`config.mk`:
```
export PLATFORM = sky130hd
export DESIGN_NAME = response_timer
export DESIGN_NICKNAME = d
export VERILOG_FILES = /design/src/rtl/response_timer_pkg.sv /design/src/rtl/response_timer.sv
export SDC_FILE = /design/constraint.sdc
export NUM_CORES = 1
export LEC_CHECK = 0
export ABC_AREA = 1
export CAP_MARGIN = 10
export CELL_PAD_IN_SITES_DETAIL_PLACEMENT = 1
export CELL_PAD_IN_SITES_GLOBAL_PLACEMENT = 2
export CORE_ASPECT_RATIO = 0.75
export CORE_UTILIZATION = 26
export CTS_CLUSTER_DIAMETER = 50
export CTS_CLUSTER_SIZE = 40
export DETAILED_ROUTE_END_ITERATION = 6
export HOLD_SLACK_MARGIN = 0.05
export PLACE_DENSITY_LB_ADDON = 0.1
export REMOVE_ABC_BUFFERS = 1
export SETUP_SLACK_MARGIN = 0.05
export SYNTH_ARGS = -nofsm -noshare
export SYNTH_HDL_FRONTEND = slang
export SYNTH_SLANG_ARGS = --single-unit
```
`constraint.sdc`:
```
create_clock -name clk -period 2 [get_ports clk]
set_input_delay 0.2 -clock clk [delete_from_list [all_inputs] [get_ports clk]]
set_output_delay 0.2 -clock clk [all_outputs]
set_load 0.02 [all_outputs]
```
`src/rtl/response_timer_pkg.sv`:
```
// Shared definitions for the reaction-time measurement block: state encoding
// and counter width, reused by the trial controller and scoring logic.
package response_timer_pkg;

  localparam int CNT_W_DEFAULT = 8;

  localparam logic [1:0] ST_IDLE   = 2'd0;
  localparam logic [1:0] ST_RUN    = 2'd1;
  localparam logic [1:0] ST_PAUSED = 2'd2;
  localparam logic [1:0] ST_DONE   = 2'd3;

  function automatic logic is_busy(input logic [1:0] st);
    return (st == ST_RUN) || (st == ST_PAUSED);
  endfunction

endpackage

```
`src/rtl/response_timer.sv`:
```
// Counts 100 ms ticks against a per-trial limit and reports either an in-time
// answer (with elapsed ticks) or expiry. All outputs are registered.
module response_timer
  import response_timer_pkg::*;
#(
  parameter int CNT_W = CNT_W_DEFAULT
) (
  input  logic             clk,
  input  logic             rst,
  input  logic             tick_in,
  input  logic             start,
  input  logic [CNT_W-1:0] duration,
  input  logic             pause,
  input  logic             abort,
  input  logic             answer,
  output logic             busy,
  output logic [CNT_W-1:0] remaining,
  output logic [CNT_W-1:0] elapsed,
  output logic             expired,
  output logic             answered,
  output logic [1:0]       state
);

  logic [1:0]       state_nx;
  logic [CNT_W-1:0] remaining_nx;
  logic [CNT_W-1:0] elapsed_nx;
  logic             expired_nx;
  logic             answered_nx;

  // Priority is abort > start > answer > tick; a zero-length trial expires at once.
  always_comb begin
    state_nx     = state;
    remaining_nx = remaining;
    elapsed_nx   = elapsed;
    expired_nx   = 1'b0;
    answered_nx  = 1'b0;

    if (abort) begin
      state_nx = ST_IDLE;
    end else if (start) begin
      remaining_nx = duration;
      elapsed_nx   = '0;
      if (duration == '0) begin
        state_nx   = ST_DONE;
        expired_nx = 1'b1;
      end else begin
        state_nx = ST_RUN;
      end
    end else begin
      case (state)
        ST_RUN: begin
          if (answer) begin
            answered_nx = 1'b1;
            state_nx    = ST_DONE;
          end else if (pause) begin
            state_nx = ST_PAUSED;
          end else if (tick_in) begin
            elapsed_nx = (&elapsed) ? elapsed : elapsed + 1'b1;
            if (remaining <= CNT_W'(1)) begin
              remaining_nx = '0;
              expired_nx   = 1'b1;
              state_nx     = ST_DONE;
            end else begin
              remaining_nx = remaining - 1'b1;
            end
          end
        end
        ST_PAUSED: begin
          if (!pause) state_nx = ST_RUN;
        end
        default: begin
        end
      endcase
    end
  end

  always_ff @(posedge clk or posedge rst) begin
    if (rst) begin
      state     <= ST_IDLE;
      busy      <= 1'b0;
      remaining <= '0;
      elapsed   <= '0;
      expired   <= 1'b0;
      answered  <= 1'b0;
    end else begin
      state     <= state_nx;
      busy      <= is_busy(state_nx);
      remaining <= remaining_nx;
      elapsed   <= elapsed_nx;
      expired   <= expired_nx;
      answered  <= answered_nx;
    end
  end

endmodule
```
==> results.sh <==
export IMPL_ios=36
export IMPL_initial_utilization_pct=28.2
export IMPL_fin_crit_sh_pct=87.0
export IMPL_postCtsHoldBufs=0
export IMPL_r2r_end="elapsed[4]$_DFFE_PP0P_"
export IMPL_drive_above_1_share_pct=6.54
export IMPL_max_vdd_ir_drop_mv=0.280
export IMPL_cp_endpoint="elapsed[4]$_DFFE_PP0P_"
export IMPL_hold_class="input pin to async pin"
export IMPL_reg2reg_slack_ps=260
export IMPL_vias=1271
export IMPL_cts_made_buffers=3
export IMPL_clk_path_buf_depth=2
export IMPL_crit_chain="inv_1 -> ha_1 -> nand4_2 -> a21oi_4 -> nand2_4 -> nor2_1 -> nand2_1 -> xor2_1 -> nor2_1"
export IMPL_syn_area_mm2=0.00130
export IMPL_synth_area_leaders="dfrtp_1 (40%), nand2_1 (12%), inv_1 (7.8%), nor2_1 (6.3%), ha_1 (4.8%)"
export IMPL_synthFlopType="dfrtp_1"
export IMPL_first_iter_violations=31
export IMPL_grt_usage_pct=16.0
export IMPL_hold_viol_final=0
export IMPL_synth_cell_types=26
export IMPL_finClkSkew_ps=4.09
export IMPL_cts_sinks=21
export IMPL_drc=0
export IMPL_ant_nets=0
export IMPL_wl_per_cell_um=14.2
export IMPL_final_setup_tns_ps=0
export IMPL_critPathCaptureType="flip-flop"
export IMPL_viasPerCell=4.69
export IMPL_fmax_ghz=0.575
export IMPL_ys_seq_area_share_pct=40.3
export IMPL_rsz0062_at_grt="no"
export IMPL_worstRegToRegCells=9
export IMPL_cpLargestDelayFamily="simple AND/OR/NAND/NOR gates"
export IMPL_place_congestion=0.773
export IMPL_cp_num_buf_inv=1
export IMPL_yosys_top_cells_count="nand2_1 (43), inv_1 (27), nor2_1 (22)"
export IMPL_worst_pin_slew_ps=315
export IMPL_crit_top_cell="nor2_1"
export IMPL_async_reset_ff_share_pct=100
export IMPL_dpl_hpwl_um=2900
export IMPL_postSynthCellCount=174
export IMPL_syn_avg_cell_area_um2=7.49
export IMPL_power_density_mw_per_mm2=717
export IMPL_cts_htree_levels=1
export IMPL_fp_dieArea_mm2=0.00530
export IMPL_wl_um=3860
export IMPL_antenna_cells=0
export IMPL_finalSetupViolCount=0
export IMPL_crit_path_top_delay_cell="dfrtp_1"
export IMPL_setup_worst_path_start="state[1]$_DFF_PP0_"
export IMPL_synth_top_area_share_pct=40.3
export IMPL_ys_warn_count=0
export IMPL_cts_setup_buffers=0
export IMPL_clk_latency_ps=280
export IMPL_cts_resized=0
export IMPL_coreArea_mm2=0.00462
export IMPL_cp_num_cells=9
export IMPL_syn_to_final_growth_pct=37.3
export IMPL_synth_most_common_cell="nand2_1"
export IMPL_status="completed"
export IMPL_fp_dieH_um=63.3
export IMPL_chipWidth_um=83.8
export IMPL_crit_fanout=9
export IMPL_finalCriticalPeriod_ps=1740
export IMPL_grt_pass1_wl_um=6660
export IMPL_reg2reg_from="state[1]$_DFF_PP0_"
export IMPL_worstSetupPathType="flip-flop to flip-flop"
export IMPL_io_buffers=35
export IMPL_tritoncts="built"
export IMPL_grt_max_degree=22
export IMPL_overflow=0
export IMPL_layout_nets=235
export IMPL_cap_viol_max_count=0
export IMPL_dr_pass1_iters=4
export IMPL_post_place_cells=267
export IMPL_relSlewSlack_pct=79.0
export IMPL_cp_start_kind="flip-flop"
export IMPL_clkTransAtPathRegs_ps=90
export IMPL_yosys_area_top_type="dfrtp_1"
export IMPL_cts_root_buf="clkbuf_8"
export IMPL_slowest_delay_ps=440
export IMPL_grt_pass1_vias=1374
export IMPL_num_rows=21
export IMPL_crit_arrival_ps=1910
export IMPL_drv_slew=0
export IMPL_worstPathRequired_ps=2170
export IMPL_n_fill_cell=588
export IMPL_synth_edff_count=0
export IMPL_leakage_nw=0.846
export IMPL_antenna_found_initial=0
export IMPL_whs_ps=249
export IMPL_ys_ff_latch=21
export IMPL_instances_no_fill=271
[flip-flops by register name, indices dropped and copies added, names as in the netlist]
| name | count |
|---|---|
| elapsed | 8 |
| remaining | 8 |
| state | 2 |
| answered | 1 |
| busy | 1 |
| expired | 1 |
[kinds of logic (layout without fill, tap and decap cells)]
group,after synthesis,in the layout,share of synthesized area (%)
AO/OA/AOI/OAI,24,24,11.6
adder cells (fa/ha/maj),5,5,4.80
XOR/XNOR,9,9,6.05
AND/OR/NAND/NOR,85,85,28.4
flip-flops,21,21,40.3
buffers and inverters,30,70,8.83
[stage by stage]
step	setup slack [ps]	utilization (%)	power [mW]	cell area, um2
after floorplan	158	-	0.770	1290
after global placement	250	37.7	0.972	1740
after detailed placement	243	37.7	0.980	1740
after CTS	244	38.7	1.31	1790
after global routing	61.0	38.7	1.37	1790
final	260	38.7	1.28	1790
[worst min path at each step]
stage / startpoint / end / slack, ps / cells after the start
2_1_floorplan: rst / answered$_DFF_PP0_ / 180 / 1
6_report: rst / expired$_DFF_PP0_ / 250 / 3
3_3_place_gp: elapsed[4]$_DFFE_PP0P_ / elapsed[4]$_DFFE_PP0P_ / 550 / 2
4_1_cts: rst / expired$_DFF_PP0_ / 270 / 3
3_5_place_dp: elapsed[4]$_DFFE_PP0P_ / elapsed[4]$_DFFE_PP0P_ / 560 / 2
5_1_grt: rst / expired$_DFF_PP0_ / 310 / 3
[cell usage in the layout (no fill, tap or decap), types with 2 or more instances in the layout]
cell / count
buf_4: 4
a21oi_1: 7
clkdlybuf4s50_1: 35
nand4_1: 3
nand2_1: 43
nor3_1: 4
inv_1: 27
ha_1: 5
xnor2_1: 2
nor2_1: 22
nand3_1: 7
a31oi_1: 7
xor2_1: 7
clkbuf_8: 3
dfrtp_1: 21
o21ai_0: 5
[layer usage]
layer  up-vias  GRT usage [%]  share of wire (%)
met2        22           27.1                 47
met1       610           21.4                 49
met5         -              0                  0
met3         4           3.54                2.5
li1        635              -                  -
met4         0           2.54               0.54
[worst min-delay path, cell delays in order]
cell	delay [ps]
clkdlybuf4s50_1	390
inv_1	50
buf_4	290
[cell type report]
cell class	count	area (um2)	share of cell area, %
timing repair buffer	39	380	21.2
clock inverter	1	7.51	0.419
multi-input combinational	123	663	37.0
tap	57	71.3	3.98
clock buffer	3	41.3	2.31
sequential	21	526	29.4
inverter	27	101	5.66
[power breakdown]
part / leakage [nW] / internal [mW] / switching [mW]
sequential: 0.265 / 0.474 / 0.0529
clock: 0.0217 / 0.142 / 0.176
combinational: 0.559 / 0.194 / 0.244
total: 0.846 / 0.810 / 0.473
(Power assumes the default switching activity.)
